### config.mk
export PLATFORM = sky130hd
export DESIGN_NAME = int_timer_mc
export DESIGN_NICKNAME = d
export VERILOG_FILES = /design/src/rtl/int_timer_mc.sv
export SDC_FILE = /design/constraint.sdc
export NUM_CORES = 1
export LEC_CHECK = 0
export ABC_AREA = 1
export ABC_CLOCK_PERIOD_IN_PS = 2400
export CAP_MARGIN = 5
export CORE_AREA = 2 2 204 156
export CTS_CLUSTER_DIAMETER = 30
export DETAILED_ROUTE_END_ITERATION = 10
export DIE_AREA = 0 0 206 158
export GPL_ROUTABILITY_DRIVEN = 1
export GPL_TIMING_DRIVEN = 0
export PLACE_DENSITY = 0.67
export SETUP_SLACK_MARGIN = 0.1
export SLEW_MARGIN = 40
export SYNTH_ARGS = -nofsm -noshare
export SYNTH_HDL_FRONTEND = slang
export SYNTH_SLANG_ARGS = --single-unit
### constraint.sdc
create_clock -name clk -period 2.4 [get_ports clk]
set_input_delay 0.48 -clock clk [delete_from_list [all_inputs] [get_ports clk]]
set_output_delay 0.48 -clock clk [all_outputs]
set_load 0.01 [all_outputs]
### src/rtl/int_timer_mc.sv
// int_timer_mc: multi-channel programmable interval timer with sticky
// pending/overrun flags, explicit acknowledge and a free-running counter.
module int_timer_mc #(
  parameter int CHANNELS       = 4,
  parameter int CNT_WIDTH      = 16,
  parameter int PRESCALE_SHIFT = 12,
  parameter int FREE_WIDTH     = 32,
  parameter int SEL_WIDTH      = 2
) (
  input  logic                  clk,
  input  logic                  rst,
  input  logic                  wr_en,
  input  logic [SEL_WIDTH-1:0]  wr_sel,
  input  logic [CNT_WIDTH-1:0]  wr_val,
  input  logic                  wr_periodic,
  input  logic [CHANNELS-1:0]   ack,
  output logic [CHANNELS-1:0]   pending,
  output logic [CHANNELS-1:0]   overrun,
  output logic [CHANNELS-1:0]   active,
  output logic                  do_int,
  output logic [FREE_WIDTH-1:0] free_count
);

  localparam int RW = CNT_WIDTH + PRESCALE_SHIFT;
  localparam logic [SEL_WIDTH:0] CH_LIM = (SEL_WIDTH+1)'(CHANNELS);

  logic [RW-1:0]         reload_q [CHANNELS];
  logic [RW-1:0]         reload_d [CHANNELS];
  logic [RW-1:0]         count_q  [CHANNELS];
  logic [RW-1:0]         count_d  [CHANNELS];
  logic [CHANNELS-1:0]   periodic_q, periodic_d;
  logic [CHANNELS-1:0]   active_q, active_d;
  logic [CHANNELS-1:0]   pending_q, pending_d;
  logic [CHANNELS-1:0]   overrun_q, overrun_d;
  logic [FREE_WIDTH-1:0] free_q;

  logic [RW-1:0]       wr_load;
  logic                sel_ok;
  logic [CHANNELS-1:0] wr_hit;
  logic [CHANNELS-1:0] expire;

  // Interval N becomes N*2^P clocks; the -1 accounts for the expiry cycle.
  assign wr_load = (RW'(wr_val) << PRESCALE_SHIFT) - RW'(1);
  assign sel_ok  = {1'b0, wr_sel} < CH_LIM;

  always_comb begin
    wr_hit = '0;
    expire = '0;
    for (int i = 0; i < CHANNELS; i++) begin
      wr_hit[i] = wr_en && sel_ok && (wr_sel == SEL_WIDTH'(i));
      expire[i] = active_q[i] && (count_q[i] == '0);
    end
  end

  always_comb begin
    reload_d   = reload_q;
    count_d    = count_q;
    periodic_d = periodic_q;
    active_d   = active_q;
    pending_d  = pending_q;
    overrun_d  = overrun_q;
    for (int i = 0; i < CHANNELS; i++) begin
      if (active_q[i] && count_q[i] != '0)
        count_d[i] = count_q[i] - RW'(1);
      // Expiry beats a same-cycle ack: flag stays set, overrun is cleared.
      if (expire[i]) begin
        pending_d[i] = 1'b1;
        overrun_d[i] = !ack[i] && (overrun_q[i] || pending_q[i]);
        if (periodic_q[i])
          count_d[i] = reload_q[i];
        else
          active_d[i] = 1'b0;
      end else if (ack[i]) begin
        pending_d[i] = 1'b0;
        overrun_d[i] = 1'b0;
      end
      if (wr_hit[i]) begin
        if (wr_val != '0) begin
          reload_d[i]   = wr_load;
          count_d[i]    = wr_load;
          periodic_d[i] = wr_periodic;
          active_d[i]   = 1'b1;
        end else begin
          active_d[i] = 1'b0;
          count_d[i]  = count_q[i];
        end
      end
    end
  end

  always_ff @(posedge clk) begin
    if (rst) begin
      for (int i = 0; i < CHANNELS; i++) begin
        reload_q[i] <= '0;
        count_q[i]  <= '0;
      end
      periodic_q <= '0;
      active_q   <= '0;
      pending_q  <= '0;
      overrun_q  <= '0;
      free_q     <= '0;
    end else begin
      reload_q   <= reload_d;
      count_q    <= count_d;
      periodic_q <= periodic_d;
      active_q   <= active_d;
      pending_q  <= pending_d;
      overrun_q  <= overrun_d;
      free_q     <= free_q + FREE_WIDTH'(1);
    end
  end

  assign pending    = pending_q;
  assign overrun    = overrun_q;
  assign active     = active_q;
  assign do_int     = |pending_q;
  assign free_count = free_q;

endmodule

==> flow_summary.ini, run 1 <==
[sta]
fmax_ghz = 0.449
fin_crit_sh = 0.928
drv_slew = 0
setup_viol = 0
rsz0062_at_grt = no
finClkSkew_ps = 20.6
max-slew-margin-rel = 0.427
tightest_slew_ps = 853
finalHoldViolCount = 0
fin_crit_ps = 2230

[grt]
grt_pass1_vias = 14983
grt_usage = 0.317
grt_pass1_wl_mm = 80.9
antenna_found_initial = 0
grt_max_degree = 14
overflow = 0

[detailed_routing]
vias = 16423
routed_wl_mm = 52.0
drt_iter0_markers = 1629
drtPass1Iterations = 5
viasPerCell = 5.40
wire_per_inst_um = 17.1
ant_nets = 0
drc = 0

[worst_setup_path]
cp.arrival_ps = 1750
worstPathCellList = or4_1 > dlygate4sd2_1
crit_path_max_fanout = 4
cp_slowest_cell = or4_1
path_buf_inv = 1
reg2reg_slack_ps = 250
path_class = flip-flop to primary output
start_kind = flip-flop
end_kind = primary output
cpLargestDelayFamily = simple AND/OR/NAND/NOR gates
cp_data_required_time_ps = 1920
max_stage_delay_ps = 520

[synth]
synthTopCellsByArea = dfxtp_1 (30%), nand2_1 (18%), nor2_1 (9.0%)
ys_ff_latch = 228
yosysMostFrequentCell = nand2_1
ys.flop_type = dfxtp_1
synthArstFlopShare = 0
synth_seq_area_share = 0.303
syn_area_um2 = 15000
synth-edff-count = 0
synth.largest_area_cell = dfxtp_1
yosys_warnings = 0
synth_top_area_share = 0.303
synthTopCellsByCount = nand2_1 (721), nor2_1 (361), inv_1 (289), dfxtp_1 (228), a21oi_1 (173)
syn_avg_cell_area_um2 = 6.09
synth_nets = 2502
syn-instance-count = 2470
yosysUniqueCellTypes = 48

[pwr]
ir_drop_v = 0.000617
seqPwrFrac = 0.291
sw_frac_of_total = 0.321
leakage_nw = 8.03
internal_power_mw = 9.87
power_switching_mw = 4.67
comb_power_share = 0.208
clock_power_share = 0.501
p_total_mw = 14.5
power.density_nw_per_um2 = 798

[clock_tree]
clock_latency_ps = 570
clock_sinks = 228
holdBufCountCts = 0
cts_buffers = 49
htree_levels = 2
tritoncts = done
clockBufferDepth = 3
clk_pin_slew_ps = 50
cts-root-buf = clkbuf_16

[hold_path]
hp-class = flip-flop to flip-flop

[placed_design]
portBuffers = 69
dpl-instance-area_um2 = 16200
hpwl_mm = 39.1
place.gp.congestion = 1.01

[floorplan]
io_pins = 71
placementRows = 56
start_util = 0.490
core_area_um2 = 30700
design.die.area_um2 = 32500
fp.dieW_um = 206
die_y_um = 158

[flow_run]
cap_violations = 0

[run_status]
status = finished, final reports clean

[cells_and_area]
syn2layout_area_growth_pct = 21.2
layout.nets = 2631
fin_area_um2 = 18200
antenna_cells = 0
final_layout_size_suffix_gt1_frac = 0.110
## cell usage in the layout (no fill, tap or decap), types with 7 or more instances in the layout
| cell type | netlist | layout |
|---|---|---|
| clkdlybuf4s50_1 | 0 | 68 |
| xnor2_1 | 30 | 30 |
| nand2_2 | 17 | 17 |
| nand3_2 | 24 | 23 |
| nor2_1 | 361 | 359 |
| xor2_1 | 44 | 43 |
| buf_4 | 7 | 20 |
| dfxtp_1 | 228 | 227 |
| nand2_1 | 721 | 719 |
| nand3b_1 | 11 | 11 |
| bufinv_16 | 0 | 9 |
| inv_2 | 12 | 15 |
| o211ai_1 | 11 | 11 |
| clkbuf_16 | 0 | 49 |
| nand4_1 | 49 | 49 |
| nor2_4 | 13 | 17 |
| o21ai_0 | 126 | 125 |
| a21oi_2 | 10 | 10 |
| nor3_1 | 25 | 25 |
| nand3_1 | 143 | 142 |
| a21oi_1 | 173 | 173 |
| buf_2 | 33 | 28 |
| inv_1 | 289 | 285 |
| buf_6 | 7 | 7 |
| clkbuf_1 | 36 | 33 |
| o21ai_1 | 25 | 25 |
| clkinv_4 | 0 | 8 |
| nor2_2 | 19 | 17 |
## worst min-delay path, stage by stage, from the launching register on
cell and delay, ps:
dfxtp_1 310, nand2_1 60, nand2_1 50
## cells by family after synthesis
logic type / synth area share
xor gates and xnor gates: 0.0431
adders and majority gates: 0.00499
and+or+nand+nor: 0.417
DFF: 0.303
AOI/OAI and AO/OA: 0.126
buffers and inverters: 0.105
## power groups by stage
stage	Combinational (mW)	Clock (mW)	Sequential, mW
floorplan	2.22	0	4.23
global placement	2.89	0	4.29
detailed placement	2.93	0	4.29
CTS	2.95	7.35	4.22
global route	3.38	7.53	4.25
finish	3.03	7.28	4.23
## path summary, 6_finish.rpt
check	startpoint	to	cells past startpoint
setup reg to reg	count_q[84]	count_q[110]	12
hold reg to reg	overrun[0]	overrun[0]	2
setup / recovery	pending[3]	do_int	2
hold / removal	overrun[0]	overrun[0]	2
## cell type report
cell class / instances / area, µm²
plain buffers: 88 / 479
clock buffers: 55 / 1290
clock inverters: 35 / 497
fillers: 3019 / 12500
inverters: 301 / 1130
multi-input cells: 1853 / 9000
flip-flops and latches: 228 / 4570
well taps: 406 / 508
repair buffers: 78 / 757
## repair_timing
item	CTS	global route
resized for setup	10	34
pin swaps	2	3
setup buffers	2	7
gates cloned	0	0
endpoints found under the setup margin	105	120
## flip-flops by register name (all words and copies together) (netlist names)
signal,count
count_q,112
reload_q,68
free_count,32
active,4
overrun,4
pending,4
periodic_q,4
## through the flow
stage                     hold slack [ps]  setup WS (ps)  setup TNS (ps)  utilization  std cells
after floorplan                       436            440               0            -       2470
after global placement                444           -775          -90820        0.529       2945
after detailed placement              446           -732          -92030        0.529       2945
after CTS                             460            108               0        0.589       3037
after global routing                  471           98.3               0        0.594       3044
final                                 454            172               0        0.594       3044
## per-layer routing
metal | up-vias | GRT usage | part of all wire
met5 | - | 0 | 0
met4 | 0 | 0.106 | 0.032
met3 | 106 | 0.0667 | 0.085
met2 | 601 | 0.483 | 0.42
met1 | 7606 | 0.445 | 0.46
li1 | 8110 | - | -
Note: power is estimated with default switching activity, not from simulation.
==> inputs of run 2 (changes only) <==
- SLEW_MARGIN: 40 -> unset
==> flow_summary.ini, run 2 (synthesis gave the netlist of run 1 again) <==
[run_status]
status = finished, final reports clean

[sta]
max-slew-margin-rel = 0.248
tightest_slew_ps = 1130
fin_crit_sh = 0.938
fmax_ghz = 0.444
rsz0062_at_grt = no
finClkSkew_ps = 23.2
fin_crit_ps = 2250
drv_slew = 0
setup_viol = 0
finalHoldViolCount = 0

[worst_setup_path]
crit_path_max_fanout = 10
cp_data_required_time_ps = 2790
end_kind = flip-flop
cp.arrival_ps = 2650
worstPathCellList = clkdlybuf4s50_1 > inv_4 > ha_2 > nand2_2 > nor2_4 > nand2_4 > nand2_2 > inv_2 > buf_2 > nand2_1 > o21ai_0 > inv_1 > a21oi_1
start_kind = input pin
path_class = input pin to flip-flop
cp_slowest_cell = clkdlybuf4s50_1
cp_common_cell = nand2_2
max_stage_delay_ps = 530

[grt]
grt_usage = 0.317
antenna_found_initial = 0
grt_pass1_vias = 15122
overflow = 0
grt_pass1_wl_mm = 80.7
grt_max_degree = 13

[floorplan]
placementRows = 56
die_y_um = 158
core_area_um2 = 30700
design.die.area_um2 = 32500
start_util = 0.490
fp.dieW_um = 206
io_pins = 71

[clock_tree]
tritoncts = done
cts-root-buf = clkbuf_16
cts_buffers = 48
clk_pin_slew_ps = 50
clockBufferDepth = 3
htree_levels = 2
clock_latency_ps = 570
holdBufCountCts = 0
clock_sinks = 228

[cells_and_area]
fillers = 2967
antenna_cells = 0
post-route-util = 0.594
syn2layout_area_growth_pct = 21.1
seqCellArea_um2 = 4570
largest_register_ffs = 112
largest-register = count_q
layout_common_cells = nand2_1 (720), nor2_1 (358), inv_1 (285), dfxtp_1 (227), a21oi_1 (172)
final_common_cell = nand2_1
fin_area_um2 = 18200
final_layout_size_suffix_gt1_frac = 0.109
multi_input_area_um2 = 9010
layout.nets = 2632

[pwr]
internal_power_mw = 9.78
sw_frac_of_total = 0.321
ir_drop_v = 0.000446
seqPwrFrac = 0.294
power_switching_mw = 4.62
p_total_mw = 14.4
comb_power_share = 0.211
power.density_nw_per_um2 = 791
clock_power_share = 0.496
leakage_nw = 8.02

[placed_design]
place.gp.congestion = 1.01
portBuffers = 69
dpl-instance-area_um2 = 16200
hpwl_mm = 39.1

[detailed_routing]
drtPass1Iterations = 6
vias = 16513
routed_wl_mm = 52.0
drt_iter0_markers = 1583
viasPerCell = 5.42
drc = 0
wire_per_inst_um = 17.1
ant_nets = 0

[flow_run]
cap_violations = 0

[hold_path]
hp-class = flip-flop to flip-flop
-- run 2: cell count changes in the layout (fill, tap and decap cells not counted), moves of 2 or more --
cell / delta
buf_6: +2
clkinv_8: -2
clkbuf_1: +3
buf_2: -4
-- run 2: layout make-up --
| class | instances | area share |
|---|---|---|
| Sequential cell | 228 | 0.251 |
| Inverter | 301 | 0.0622 |
| Timing Repair Buffer | 80 | 0.0424 |
| Clock inverter | 31 | 0.0236 |
| Clock buffer | 58 | 0.0719 |
| Buffer | 88 | 0.0269 |
| Multi-Input combinational cell | 1853 | 0.495 |
| Tap cell | 406 | 0.0279 |
-- run 2: critical path: cells and delay by family --
family | cells | cell delay, ps
buffers and inverters | 5 | 1010
AND/OR/NAND/NOR | 5 | 780
adder cells (fa/ha/maj) | 1 | 200
AO/OA/AOI/OAI | 2 | 160
-- run 2: metrics by stage --
step	hold WS (ps)	TNS, ps	worst slack (ps)	cells
2_1_floorplan	436	0	440	2470
3_3_place_gp	444	-90820	-775	2945
3_5_place_dp	447	-93020	-722	2945
4_1_cts	459	0	39.4	3036
5_1_grt	471	0	69.8	3045
6_report	454	0	149	3045
-- run 2: final timing paths --
path | cells after the start | start | slack (ps) | to
hold reg to reg | 2 | overrun[0] | 450 | overrun[0]
hold / removal | 2 | overrun[0] | 450 | overrun[0]
setup / recovery | 13 | wr_val[0] | 150 | count_q[17]
setup reg to reg | 12 | count_q[84] | 260 | count_q[109]
-- run 2: repair_timing --
action	4_1_cts	5_1_grt
setup buffers	2	9
pin swaps	2	6
setup endpoints to repair	102	117
resized for setup	11	43
gates cloned	0	0
hold endpoints to repair	0	0
-- run 2: power by group through the flow --
stage	combinational (mW)	clock [mW]	sequential, mW
floorplan	2.22	0	4.23
global placement	2.89	0	4.29
detailed placement	2.92	0	4.29
CTS	2.94	7.20	4.22
global route	3.39	7.37	4.25
finish	3.03	7.14	4.23
-- run 2: metal layers --
metal	global-route usage	up-vias	wire length [µm]
met2	0.480	658	21700
met5	0	-	0
met3	0.0718	102	4890
met4	0.121	0	1730
li1	-	8113	-
met1	0.437	7640	23600
==> inputs of run 3 (changes only) <==
- ABC_AREA: 1 -> unset
- CAP_MARGIN: 5 -> 20
- CORE_AREA: 2 2 204 156 -> 2 2 184 141
- DIE_AREA: 0 0 206 158 -> 0 0 186 143
- PLACE_DENSITY: 0.67 -> 0.68
==> flow_summary.ini, run 3 <==
[run_status]
status = finished, violations left
violations = setup timing

[worst_setup_path]
max_stage_delay_ps = 560
reg2reg_slack_ps = -190
cpLargestDelayFamily = simple AND/OR/NAND/NOR gates
worstPathCellList = inv_1 > ha_2 > nor3b_4 > nand4_1 > or4_4 > buf_12 > buf_8 > mux2i_4 > a311oi_1 > a311oi_1
worstRegToRegCells = 10
cp_data_required_time_ps = 2840
cp_slowest_cell = or4_4
r2r-start = count_q[0]
crit_path_max_fanout = 5
end_kind = flip-flop
start_kind = flip-flop
cp.arrival_ps = 3020
r2r-end = count_q[2]
path_buf_inv = 3
cp_common_cell = a311oi_1
path_class = flip-flop to flip-flop

[detailed_routing]
drc = 0
viasPerCell = 6.68
wire_per_inst_um = 23.3
vias = 14233
drtPass1Iterations = 6
routed_wl_mm = 49.6
drt_iter0_markers = 1728
ant_nets = 0

[cells_and_area]
layout_common_cells = dfxtp_1 (209), nor2_1 (197), buf_4 (97), nand2_1 (73), a211oi_1 (68)
antenna_cells = 0
fillers = 1828
final_common_cell = dfxtp_1
largest_register_ffs = 112
layout.nets = 1793
syn2layout_area_growth_pct = 43.7
largest-register = count_q
final_layout_size_suffix_gt1_frac = 0.286

[sta]
fin_crit_ps = 2590
fin_crit_sh = 1.08
fin_ws_ps = -189
tightest_slew_ps = 977
finClkSkew_ps = 13.6
rsz0062_at_grt = yes
setup_viol = 38
fmax_ghz = 0.386
drv_slew = 0
hold_ws_ps = 333
finalHoldViolCount = 0
max-slew-margin-rel = 0.344
setup_tns_ps = -4330

[synth]
synthTopCellsByArea = dfxtp_1 (37%), nor2_1 (6.5%), a211oi_1 (4.9%)
syn_avg_cell_area_um2 = 8.04
synthArstFlopShare = 0
ys_ff_latch = 228
syn-instance-count = 1522
synth.largest_area_cell = dfxtp_1
yosysUniqueCellTypes = 85
synthTopCellsByCount = dfxtp_1 (228), nor2_1 (212), nand2_1 (94), o21ai_0 (86), a211oi_1 (80)
yosys_warnings = 0
synth-edff-count = 0
yosysMostFrequentCell = dfxtp_1
synth_top_area_share = 0.373
synth_nets = 1554
syn_area_um2 = 12200
ys.flop_type = dfxtp_1
synth_seq_area_share = 0.373

[clock_tree]
clockBufferDepth = 3
tritoncts = done
holdBufCountCts = 0
cts-root-buf = clkbuf_16
cts_buffers = 42
clk_pin_slew_ps = 60
clock_latency_ps = 540
clock_sinks = 228
htree_levels = 2

[flow_run]
cap_violations = 0

[floorplan]
start_util = 0.495
die_y_um = 143
core_area_um2 = 24700
placementRows = 50
fp.dieW_um = 186
io_pins = 71
design.die.area_um2 = 26600

[grt]
overflow = 0
grt_usage = 0.349
grt_max_degree = 12
grt_pass1_wl_mm = 71.6
grt_pass1_vias = 12593
antenna_found_initial = 2

[pwr]
leakage_nw = 6.34
power.density_nw_per_um2 = 750
ir_drop_v = 0.000620

[hold_path]
worstHoldStart = wr_val[0]
whs_path_depth = 2
min_to = reload_q[40]
hp-class = input pin to flip-flop

[placed_design]
hpwl_mm = 31.3
place.gp.congestion = 1.02
portBuffers = 68
[run 3: cells by family after synthesis]
group,after synthesis,synth area share
AO/OA/AOI/OAI,454,0.258
XOR/XNOR,67,0.0479
adder cells (fa/ha/maj),6,0.00613
buffers and inverters,122,0.0411
flip-flops,228,0.373
multiplexers,14,0.0130
AND/OR/NAND/NOR,631,0.261
[run 3: final cells by class]
cell class                 count  area [µm²]  area share
multi-input combinational   1172        8520       0.484
clock buffer                  53        1180      0.0669
timing repair buffer         196        1810       0.103
clock inverter                23         329      0.0187
inverter                      36         135     0.00768
buffer                        85         606      0.0344
sequential                   228        4600       0.261
tap                          338         423      0.0240
[run 3: worst max path at each step]
stage	start	to	slack, ps	depth (start not counted)
6_report	count_q[0]	count_q[2]	-190	10
4_1_cts	count_q[11]	count_q[6]	-200	8
3_3_place_gp	wr_val[3]	count_q[49]	-1260	8
2_1_floorplan	count_q[13]	count_q[5]	-80	8
5_1_grt	count_q[0]	count_q[2]	-330	10
3_5_place_dp	wr_val[4]	count_q[49]	-1260	8
[run 3: stage by stage]
| step | util | instances | total power, mW | setup slack, ps | area [µm²] |
|---|---|---|---|---|---|
| floorplan | - | 1522 | 5.43 | -76.6 | 12400 |
| global placement | 0.545 | 1928 | 5.94 | -1260 | 13500 |
| detailed placement | 0.546 | 1932 | 5.98 | -1260 | 13500 |
| CTS | 0.667 | 2068 | 12.7 | -202 | 16500 |
| global route | 0.712 | 2131 | 13.5 | -329 | 17600 |
| finish | 0.712 | 2131 | 13.2 | -189 | 17600 |
[run 3: where the power goes]
part	internal, mW	total (mW)	switching (mW)
combinational	1.04	2.52	1.49
clock	4.24	6.39	2.15
sequential	4.00	4.28	0.280
total	9.27	13.2	3.92
[run 3: repair_timing]
item / CTS / global route
pin swaps: 72 / 78
endpoints found under the setup margin: 228 / 184
gates cloned: 5 / 1
setup buffers: 55 / 64
resized for setup: 268 / 179
[run 3: layer usage]
layer  up-vias  track usage  routed length [µm]
li1       6256            -                   -
met5         -            0                   0
met3       215       0.0844                5920
met2       960        0.514               21500
met4         0        0.128                2000
met1      6802        0.494               20200
[run 3: worst reg2reg max path, cell delays in order (launching register included)]
cell	delay (ps)
dfxtp_1	320
inv_1	80
ha_2	220
nor3b_4	330
nand4_1	210
or4_4	560
buf_12	170
buf_8	130
mux2i_4	170
a311oi_1	90
a311oi_1	220
